File: config.mk
export PLATFORM = sky130hd
export DESIGN_NAME = stream_mem_loader
export DESIGN_NICKNAME = d
export VERILOG_FILES = /design/src/rtl/stream_mem_loader.sv
export SDC_FILE = /design/constraint.sdc
export NUM_CORES = 1
export LEC_CHECK = 0
export CORE_MARGIN = 2
export CORE_UTILIZATION = 35
export DETAILED_ROUTE_END_ITERATION = 10
export DONT_BUFFER_PORTS = 1
export GPL_ROUTABILITY_DRIVEN = 0
export PLACE_DENSITY = 0.52
export SLEW_MARGIN = 20
export SYNTH_ARGS = -nofsm -noshare
export SYNTH_HDL_FRONTEND = slang
export SYNTH_SLANG_ARGS = --single-unit
File: constraint.sdc
create_clock -name i_clk -period 5.91 [get_ports i_clk]
set_input_delay 0.8865 -clock i_clk [delete_from_list [all_inputs] [get_ports i_clk]]
set_output_delay 0.8865 -clock i_clk [all_outputs]
set_load 0.005 [all_outputs]
File: src/rtl/stream_mem_loader.sv
// Byte-stream boot loader: parses SYNC/LEN/ADR/data/CSUM frames from a valid/ready byte stream
// and issues single-cycle 32-bit word writes to a bram32 write port.
module stream_mem_loader #(
  parameter int unsigned ADDR_WIDTH = 12,
  parameter logic [7:0]  SYNC_BYTE  = 8'hA5
) (
  input  logic                  i_clk,
  input  logic                  i_rst_n,
  input  logic [7:0]            i_data,
  input  logic                  i_valid,
  output logic                  o_ready,
  input  logic                  i_abort,
  output logic [ADDR_WIDTH-1:0] o_mem_addr,
  output logic [31:0]           o_mem_data,
  output logic                  o_mem_we,
  output logic                  o_busy,
  output logic                  o_done,
  output logic                  o_err
);

  typedef enum logic [2:0] {
    StIdle, StLen0, StLen1, StAdr0, StAdr1, StData, StCsum, StDone
  } state_e;

  state_e                  state_q, state_d;
  logic [7:0]              hdr_lo_q, hdr_lo_d;
  logic [15:0]             word_cnt_q, word_cnt_d;
  logic [ADDR_WIDTH-1:0]   addr_q, addr_d;
  logic [1:0]              byte_cnt_q, byte_cnt_d;
  logic [23:0]             asm_q, asm_d;
  logic [7:0]              csum_q, csum_d;
  logic [ADDR_WIDTH-1:0]   mem_addr_q, mem_addr_d;
  logic [31:0]             mem_data_q, mem_data_d;
  logic                    mem_we_q, mem_we_d;
  logic                    done_q, done_d;
  logic                    err_q, err_d;
  logic                    accept;
  logic [15:0]             hdr_word;

  assign o_ready    = (state_q != StDone);
  assign o_busy     = (state_q != StIdle);
  assign o_mem_addr = mem_addr_q;
  assign o_mem_data = mem_data_q;
  assign o_mem_we   = mem_we_q;
  assign o_done     = done_q;
  assign o_err      = err_q;

  assign accept   = i_valid & o_ready;
  assign hdr_word = {i_data, hdr_lo_q};

  always_comb begin
    state_d    = state_q;
    hdr_lo_d   = hdr_lo_q;
    word_cnt_d = word_cnt_q;
    addr_d     = addr_q;
    byte_cnt_d = byte_cnt_q;
    asm_d      = asm_q;
    csum_d     = csum_q;
    mem_addr_d = mem_addr_q;
    mem_data_d = mem_data_q;
    mem_we_d   = 1'b0;
    done_d     = 1'b0;
    err_d      = err_q;

    // Abort wins over any byte accepted in the same cycle; o_err is left untouched.
    if (i_abort) begin
      state_d = StIdle;
    end else begin
      unique case (state_q)
        StIdle: begin
          if (accept && i_data == SYNC_BYTE) begin
            state_d    = StLen0;
            err_d      = 1'b0;
            csum_d     = 8'h00;
            byte_cnt_d = 2'd0;
          end
        end
        StLen0: if (accept) begin
          hdr_lo_d = i_data;
          state_d  = StLen1;
        end
        StLen1: if (accept) begin
          word_cnt_d = hdr_word;
          state_d    = StAdr0;
        end
        StAdr0: if (accept) begin
          hdr_lo_d = i_data;
          state_d  = StAdr1;
        end
        StAdr1: if (accept) begin
          addr_d  = hdr_word[ADDR_WIDTH-1:0];
          state_d = (word_cnt_q != 16'd0) ? StData : StCsum;
        end
        StData: if (accept) begin
          csum_d     = csum_q ^ i_data;
          byte_cnt_d = byte_cnt_q + 2'd1;
          if (byte_cnt_q == 2'd3) begin
            mem_data_d = {i_data, asm_q};
            mem_addr_d = addr_q;
            mem_we_d   = 1'b1;
            addr_d     = addr_q + ADDR_WIDTH'(1);
            word_cnt_d = word_cnt_q - 16'd1;
            if (word_cnt_q == 16'd1) state_d = StCsum;
          end else begin
            asm_d[byte_cnt_q*8 +: 8] = i_data;
          end
        end
        StCsum: if (accept) begin
          err_d   = (i_data != csum_q);
          done_d  = 1'b1;
          state_d = StDone;
        end
        StDone: state_d = StIdle;
        default: state_d = StIdle;
      endcase
    end
  end

  always_ff @(posedge i_clk or negedge i_rst_n) begin
    if (!i_rst_n) begin
      state_q    <= StIdle;
      hdr_lo_q   <= 8'h00;
      word_cnt_q <= 16'd0;
      addr_q     <= '0;
      byte_cnt_q <= 2'd0;
      asm_q      <= 24'd0;
      csum_q     <= 8'h00;
      mem_addr_q <= '0;
      mem_data_q <= 32'd0;
      mem_we_q   <= 1'b0;
      done_q     <= 1'b0;
      err_q      <= 1'b0;
    end else begin
      state_q    <= state_d;
      hdr_lo_q   <= hdr_lo_d;
      word_cnt_q <= word_cnt_d;
      addr_q     <= addr_d;
      byte_cnt_q <= byte_cnt_d;
      asm_q      <= asm_d;
      csum_q     <= csum_d;
      mem_addr_q <= mem_addr_d;
      mem_data_q <= mem_data_d;
      mem_we_q   <= mem_we_d;
      done_q     <= done_d;
      err_q      <= err_d;
    end
  end

endmodule

# == Word-level counts from Yosys, hierarchy flattened ==
# Index checks and enable logic that the tools add are counted.
# W data, S select, Z words.
# word_totals
register_bits,120
input_bits,12
out_inout_bits,49
elab_cells,103
# classes
n_addsub,4
n_eq_ne,27
n_shift,2
mux,37
bitwise,4
n_reduce_logical,17
# op_table
cell,count
$mux W16,3
$mux W12,3
$neg A5 Y34,1
$shift A8 B34 Y24 const A,1
$shiftx A8 B34 Y24,1
$pmux W16 S2,1
$mux W3,10
$ne A3 B3 Y1 const B,10
$bwmux W24,1
$pmux W12 S2,1
$pmux W3 S8,1
$eq A16 B1 Y1 const B,1
$mux W8,2
$pmux W8 S2,1
$reduce_and A4 Y1,4
$reduce_bool A16 Y1,1
$sub A16 B1 Y16 const B,1
$add A12 B1 Y12 const B,1
$eq A3 B3 Y1 const B,4
$ne A2 B2 Y1 const B,6
$reduce_and A5 Y1,2
$mux W1,9
$reduce_and A9 Y1,1
$eq A8 B8 Y1 const B,1
17 further kinds,24

# == Logic depth before layout (Yosys ltp) ==
# Gate-level depths: netlist of the first run.
# depth
word_depth,6
ltp_mapped,8
ltp_nobuf,7

# == Least setup slack after synthesis of the first run ==
# No wires, ideal clock.
# synth_timing
path_kind,input port to flip-flop
startpoint,input i_data[3]
endpoint,register csum_q[0]
setup_ns,0.128
arrival_time_ns,2.287
required_ns,5.782
slack_ns,3.495
path_stages,6
n_path_buf,1
cell_sequence,clkbuf_1 > or4_1 > nor2_1 > nand4_1 > nand3_1 > o21ai_0
# synth_via
elab_chain_len,4
# synth_rtl
item,line_no,text
start: declaration,9,"input logic [7:0] i_data,"
$eq A8 B8 Y1,71,if (accept && i_data == SYNC_BYTE) begin
$logic_and A1 B1 Y1,71,
$ne A2 B2 Y1 (no source line),n/a,
$reduce_and A4 Y1 (no source line),n/a,
end signal: assignment,140,csum_q <= csum_d;
end: declaration,31,"logic [7:0] csum_q, csum_d;"
# Every way passes these cells.
# A chain may end at the register's enable or synchronous reset.

# == Worst setup path in the final report of the first run ==
# layout_timing
startpoint,register state_q[0]
endpoint,register addr_q[11]
# layout_via
elab_chain_len,4
word_cells_on_any_way,10
classes_between,eq/ne: 6; mux: 1; bitwise: 1; reduce/logical: 2
# layout_rtl
item,line_no,text
start: declaration,25,"state_e state_q, state_d;"
start signal: assignment,121,state_q <= StIdle;
start signal: assignment,134,state_q <= state_d;
$ne A3 B3 Y1,40,assign o_ready = (state_q != StDone);
$and A1 B1 Y1,48,assign accept = i_valid & o_ready;
$ne A2 B2 Y1 (no source line),n/a,
$reduce_and A5 Y1 (no source line),n/a,
end signal: assignment,137,addr_q <= addr_d;
end: declaration,28,"logic [ADDR_WIDTH-1:0] addr_q, addr_d;"
# Several ways; a longest one is shown, not always the timed one.

==> results by group, run 1 <==
Critical path
  – Largest fanout on the critical path: 70
  – Arrival time worst endpoint: 2770 ps
  – Class of the most critical setup path: reg -> reg
  – Reg2reg end: addr_q[11]
  – Critical Path RT: 6230 ps
  – Worst R2R Path Depth: 6
  – Reg-to-reg slack, setup: 3460 ps
  – Critical R2R Launch: state_q[0]
  – Critical Path Sink Type: flop
  – CP startpoint kind: flop

Power and ir drop
  – VDD IR max: 0.211 mV
  – PD cells: 314 nW/um2
  – Pleak: 2.90 nW

Floorplanning
  – Core area: 15700 um2
  – Die width: 130 um
  – Std cell rows: 46
  – Total die area: 16900 um2
  – I/O pin count: 61
  – Die Y: 130 um
  – Initial Util: 35.4%

Clocking
  – Clock sinks: 120
  – Clk slew on worst S/H paths: 60 ps
  – Root buffer cell: clkbuf_16
  – Clock Path Buffers: 2
  – Cts hold-fix bufs: 0
  – Worst-Skew Late Latency: 420 ps
  – Postcts setup bufs: 0
  – Num CTS Buffers: 17
  – Post-CTS sizing: 0
  – H-tree levels: 4
  – CTS tree: built

STA
  – Clk_skew: 17.6 ps
  – Final Hold Fails: 0
  – # setup viols final: 0
  – Rel. slew slack: 35.5%
  – Slew Viols, Final: 0
  – RSZ-0062 raised after global routing: false
  – Worst slew pin tran: 965 ps
  – F_max: 409 MHz
  – TNS Setup: 0 ps
  – Final Critical Period: 2450 ps
  – Final critical-path share of the clock period: 41.4%
  – Final worst slack: 3460 ps

Logic synthesis
  – Largest area contributor in the netlist: dfrtp_1
  – Ys flop type: dfrtp_1
  – Post-Syn Area: 5560 um2
  – Ys async rst share: 100%
  – Mapped Nets: 634
  – FF+latch count, synth: 120
  – Area contributors post-synth: dfrtp_1 54%, nand2_1 7.6%, o21ai_0 7.6%
  – Sequential area share after synthesis: 54.0%
  – Netlist cell types: 53
  – Most frequent cells after synthesis: 120 x dfrtp_1, 113 x nand2_1, 84 x o21ai_0, 41 x nand3_1, 35 x inv_1
  – Ys Warns: 0
  – Yosys top cell area share: 54.0%
  – Synthesized area per cell: 9.06 um2
  – Cells after Synth: 614
  – Most frequent cell after synthesis: dfrtp_1
  – Number of synthesized flops with an enable pin: 0

Route
  – Drt pass-1 iters: 4
  – DR DRC count: 0
  – WL per Instance: 16.4 um
  – Via count: 4219
  – Vias per cell: 5.11
  – Iteration-0 DRC Markers: 278
  – Antenna-violating nets left: 0
  – WL final: 13500 um

Layout
  – Nets: 617
  – Fillers: 1557
  – Synth-to-Final Area Change: 14.1%
  – Antenna cells: 0
  – Ratio of cells with drive above 1 in the final layout: 8.54%
  – Fin cells: 825

Placed design
  – Worst slack, placed: 3090 ps
  – Placed Instances: 794
  – Port buffer count: 0
  – DP HPWL: 8610 um

Run
  – Max_cap viols: 0

Global routing
  – Gr usage total: 17.4%
  – Antenna violations before repair: 0
  – Wire length of the first global-routing pass: 22400 um
  – GRT overflow: 0
  – Pin count of the biggest net entering global routing: 121
  – Number of global-route vias before repair: 4191

Hold path
  – Worst min-delay path class: in -> async

Status
  – Status: finished clean
==> metal layers <==
metal	share of wire [%]	track usage [%]
met1	47	23.4
met2	47	27.2
met3	4.7	4.76
met4	1.4	6.33
met5	0	0
==> worst max-delay path: stages (launching register included) <==
cell	delay [ps]
dfrtp_1	520
nor3b_2	230
buf_4	200
nand2_2	70
buf_4	490
inv_1	460
a311oi_1	360
==> kinds of logic (layout without fill, tap and decap cells) <==
kind of cell | Yosys count | count (layout) | synth area share, %
buffers and inverters | 76 | 71 | 5.26
AO/OA/AOI/OAI | 155 | 155 | 15.8
XOR/XNOR | 8 | 8 | 1.26
adder cells (fa/ha/maj) | 8 | 8 | 1.80
multiplexers | 9 | 9 | 1.80
AND/OR/NAND/NOR | 238 | 238 | 20.1
flip-flops | 120 | 120 | 54.0
==> how the worst max path moves through the flow <==
stage                          start    endpoint  slack [ps]
after floorplan            i_data[3]   csum_q[0]        3500
after CTS                 state_q[0]  addr_q[11]        3460
after global placement       i_abort  addr_q[11]        3150
after global routing      state_q[2]  addr_q[11]        3200
final                     state_q[0]  addr_q[11]        3460
after detailed placement     i_abort  addr_q[11]        3090
==> final cells by class <==
cell class / count / area (um2) / share of cell area [%]
Clock inverter: 13 / 204 / 3.21
Clock buffer: 18 / 429 / 6.76
Inverter: 35 / 131 / 2.07
Tap cell: 216 / 270 / 4.26
Timing Repair Buffer: 5 / 37.5 / 0.592
Sequential cell: 120 / 3000 / 47.3
Multi-Input combinational cell: 418 / 2270 / 35.8
==> power by group <==
part           leakage, nW  switching, mW  internal [mW]
Combinational         1.09         0.0141         0.0154
Clock                0.298          0.375          0.742
Sequential            1.52         0.0111          0.833
==> metrics by stage <==
stage                     util (%)  power, mW  hold slack [ps]  cell area [um2]
after global routing          40.4       2.06              140             6340
after floorplan                  -      0.885              453             5560
final                         40.4       1.99              168             6340
after detailed placement      36.4      0.887              494             5710
after CTS                     40.4       2.01              147             6340
after global placement        36.4      0.886              479             5710
==> cells in the final DEF (no fill, tap or decap), drive strengths merged, types with 6 or more instances in the layout <==
master,n
dfrtp,120
nand2,113
o21ai,89
nand3,41
inv,35
nor2,30
a21oi,29
clkbuf,18
nor3,9
mux2,8
xnor2,8
ha,8
nand4,7
or3,6
a31oi,6
==> sequential cells by signal, summed over array words and instances (netlist names), 3 cells and up <==
| signal | flops |
|---|---|
| o_mem_data | 32 |
| o_mem_addr | 12 |
| state_q | 3 |
| asm_q | 24 |
| addr_q | 12 |
| word_cnt_q | 16 |
| csum_q | 8 |
| hdr_lo_q | 8 |
(Power assumes the default switching activity.)
==> inputs of run 2 (changes only) <==
==> constraint.sdc (replaced) <==
create_clock -name i_clk -period 2.3 [get_ports i_clk]
set_input_delay 0.345 -clock i_clk [delete_from_list [all_inputs] [get_ports i_clk]]
set_output_delay 0.345 -clock i_clk [all_outputs]
set_load 0.005 [all_outputs]
==> run 2 against run 1 <==
  * The flow now finishes with violations (hold timing)
  * Register-to-register slack worse by 3300 ps
  * Sequential share of layout area down 0.92 points
  * First-iteration DRC count up 1.8%
  * Critical path type unchanged
  * Largest power group unchanged
==> results by group, run 2 (synthesis results as in run 1) <==
Status
  – Status: finished with violations (was finished clean)
  – Failing checks: hold timing

Power and ir drop
  – Pleak: 2.99 nW (was 2.90 nW)
  – Combinational cell fraction of total power: 1.7% (was 1.5%)
  – Sw Share: 20.7% (was 20.1%)
  – Sequential share of power: 43.7% (was 42.4%)
  – PD cells: 767 nW/um2 (was 314 nW/um2)
  – Clk network pwr share: 54.6% (was 56.1%)
  – VDD IR max: 0.536 mV (was 0.211 mV)
  – Pint: 3.94 mW (was 1.59 mW)
  – P_sw: 1.03 mW (was 0.400 mW)

Critical path
  – Critical Path Sink Type: flop (unchanged)
  – Worst R2R Path Depth: 7 (was 6)
  – Cell Chain, Critical Path: inv_1, ha_1, or3b_2, or2_1, o31a_1, o21ai_0, o21ai_0 (was nor3b_2, buf_4, nand2_2, buf_4, inv_1, a311oi_1)
  – Largest fanout on the critical path: 5 (was 70)
  – Reg-to-reg slack, setup: 160 ps (was 3460 ps)
  – Critical R2R Launch: word_cnt_q[0] (was state_q[0])
  – Max incr delay on CP: 520 ps (about the same)
  – Reg2reg end: word_cnt_q[10] (was addr_q[11])
  – Arrival time worst endpoint: 2430 ps (was 2770 ps)
  – CP startpoint kind: flop (unchanged)
  – Class of the most critical setup path: reg -> reg (unchanged)
  – Critical-path cell with the highest stage delay: or3b_2 (was dfrtp_1)
  – Critical Path RT: 2580 ps (was 6230 ps)
  – Critical path's most frequent cell: o21ai_0 (was buf_4)

Floorplanning
  – Die Y: 130 um (unchanged)
  – Std cell rows: 46 (unchanged)
  – Die width: 130 um (unchanged)
  – Initial Util: 35.4% (unchanged)
  – Total die area: 16900 um2 (unchanged)
  – Core area: 15700 um2 (unchanged)
  – I/O pin count: 61 (unchanged)

Route
  – WL final: 13800 um (was 13500 um)
  – Antenna-violating nets left: 0 (unchanged)
  – Iteration-0 DRC Markers: 283 (was 278)
  – DR DRC count: 0 (unchanged)
  – Via count: 4369 (was 4219)
  – Vias per cell: 5.19 (was 5.11)
  – Drt pass-1 iters: 5 (was 4)
  – WL per Instance: 16.3 um (was 16.4 um)

Layout
  – Commonest non-fill, non-tap cell in the layout: dfrtp_1 (unchanged)
  – Most frequent cells in the layout: 120 x dfrtp_1, 112 x nand2_1, 84 x o21ai_0, 41 x nand3_1, 35 x inv_1 (unchanged)
  – Synth-to-Final Area Change: 16.3% (was 14.1%)
  – Nets: 633 (was 617)
  – Antenna cells: 0 (unchanged)
  – Fillers: 1559 (was 1557)
  – Ratio of cells with drive above 1 in the final layout: 11.0% (was 8.54%)
  – Max reg flops: 32 (unchanged)

STA
  – Final worst slack: 155 ps (was 3460 ps)
  – # setup viols final: 0 (unchanged)
  – Clk_skew: 7.62 ps (was 17.6 ps)
  – Slew Viols, Final: 0 (unchanged)
  – Worst slew pin tran: 782 ps (was 965 ps)
  – Rel. slew slack: 47.9% (was 35.5%)
  – TNS Setup: 0 ps (unchanged)
  – RSZ-0062 raised after global routing: false (unchanged)
  – F_max: 466 MHz (was 409 MHz)
  – Hold Slack: -376 ps (was 168 ps)
  – Final critical-path share of the clock period: 93.2% (was 41.4%)
  – Final Hold Fails: 120 (was 0)
  – Final Critical Period: 2140 ps (was 2450 ps)

Placed design
  – Port buffer count: 0 (unchanged)
  – DP HPWL: 9120 um (was 8610 um)
  – Worst slack, placed: 187 ps (was 3090 ps)

Clocking
  – Clk slew on worst S/H paths: 60 ps (about the same)
  – Num CTS Buffers: 17 (unchanged)
  – Clock sinks: 120 (unchanged)
  – Root buffer cell: clkbuf_16 (unchanged)
  – Cts hold-fix bufs: 1 (was 0)
  – H-tree levels: 4 (unchanged)
  – Clock Path Buffers: 2 (unchanged)
  – Worst-Skew Late Latency: 420 ps (about the same)
  – CTS tree: built (unchanged)

Global routing
  – Antenna violations before repair: 0 (unchanged)
  – Number of global-route vias before repair: 4194 (was 4191)
  – Wire length of the first global-routing pass: 22300 um (was 22400 um)
  – Pin count of the biggest net entering global routing: 121 (unchanged)
  – Gr usage total: 17.4% (about the same)
  – GRT overflow: 0 (unchanged)

Hold path
  – Worst min-delay path class: in -> async (unchanged)

Run
  – Max_cap viols: 0 (unchanged)
## run 2: changes by cell type in the layout (fill, tap and decap cells not counted)
cell and delta:
buf_4 +13, clkbuf_8 +2, buf_12 +2, dlygate4sd3_1 +1, clkinv_2 +1, clkinv_4 -1
nor4_2 +1, inv_6 +1, nor4_1 -1, bufinv_16 -2
## run 2: repair_timing
item | CTS | global route
hold endpoints to repair | 122 | 120
buffers inserted | 0 | 0
endpoints found under the setup margin | 0 | 1
resized for setup | 0 | 1
## run 2: worst max-delay path by stage
stage	start	to	slack (ps)	cells after the start
after floorplan	word_cnt_q[0]	word_cnt_q[14]	320	7
after global placement	word_cnt_q[0]	word_cnt_q[10]	230	7
after detailed placement	word_cnt_q[0]	word_cnt_q[10]	190	7
after CTS	word_cnt_q[0]	word_cnt_q[10]	170	7
after global routing	word_cnt_q[0]	word_cnt_q[10]	60	7
final	word_cnt_q[0]	word_cnt_q[10]	160	7
## run 2: area by class of cell
type / count / area [um2] / share of cell area [%]
clock inverters: 12 / 149 / 2.30
repair buffers: 21 / 185 / 2.86
multi-input cells: 418 / 2280 / 35.2
inverters: 35 / 131 / 2.03
clock buffers: 20 / 457 / 7.06
flip-flops and latches: 120 / 3000 / 46.4
well taps: 216 / 270 / 4.18
## run 2: worst max-delay path: cells and delay by family (launching register included)
kind,cells,cell delay (ps)
simple gates,2,800
fa+ha+maj,1,200
flops,1,410
buf+inv,1,110
compound gates,3,480
## run 2: per-stage QoR
| step | utilization (%) | cells | cell area (um2) | hold WS (ps) | total power, mW |
|---|---|---|---|---|---|
| 2_1_floorplan | - | 614 | 5560 | 49.4 | 2.27 |
| 4_1_cts | 41.1 | 842 | 6460 | -395 | 5.02 |
| 5_1_grt | 41.2 | 842 | 6470 | -398 | 5.14 |
| 6_report | 41.2 | 842 | 6470 | -376 | 4.97 |
| 3_3_place_gp | 37.2 | 809 | 5850 | 56.4 | 2.28 |
| 3_5_place_dp | 37.2 | 809 | 5850 | 55.2 | 2.29 |
## run 2: power by group through the flow
| stage | Sequential, mW | Clock [mW] | Combinational (mW) |
|---|---|---|---|
| detailed placement | 2.21 | 0 | 0.0819 |
| floorplan | 2.20 | 0 | 0.0794 |
| finish | 2.17 | 2.71 | 0.0842 |
| CTS | 2.17 | 2.77 | 0.0844 |
| global route | 2.17 | 2.88 | 0.0951 |
| global placement | 2.21 | 0 | 0.0791 |
## run 2: per-layer routing
layer	global-route usage (%)	share of wire, %	up-vias	wire length, um
met2	27.5	47	91	6510
met5	0	0	-	0
met4	7.46	2.2	0	304
met3	4.88	4.5	19	619
met1	22.5	46	2154	6320
li1	-	-	2105	-
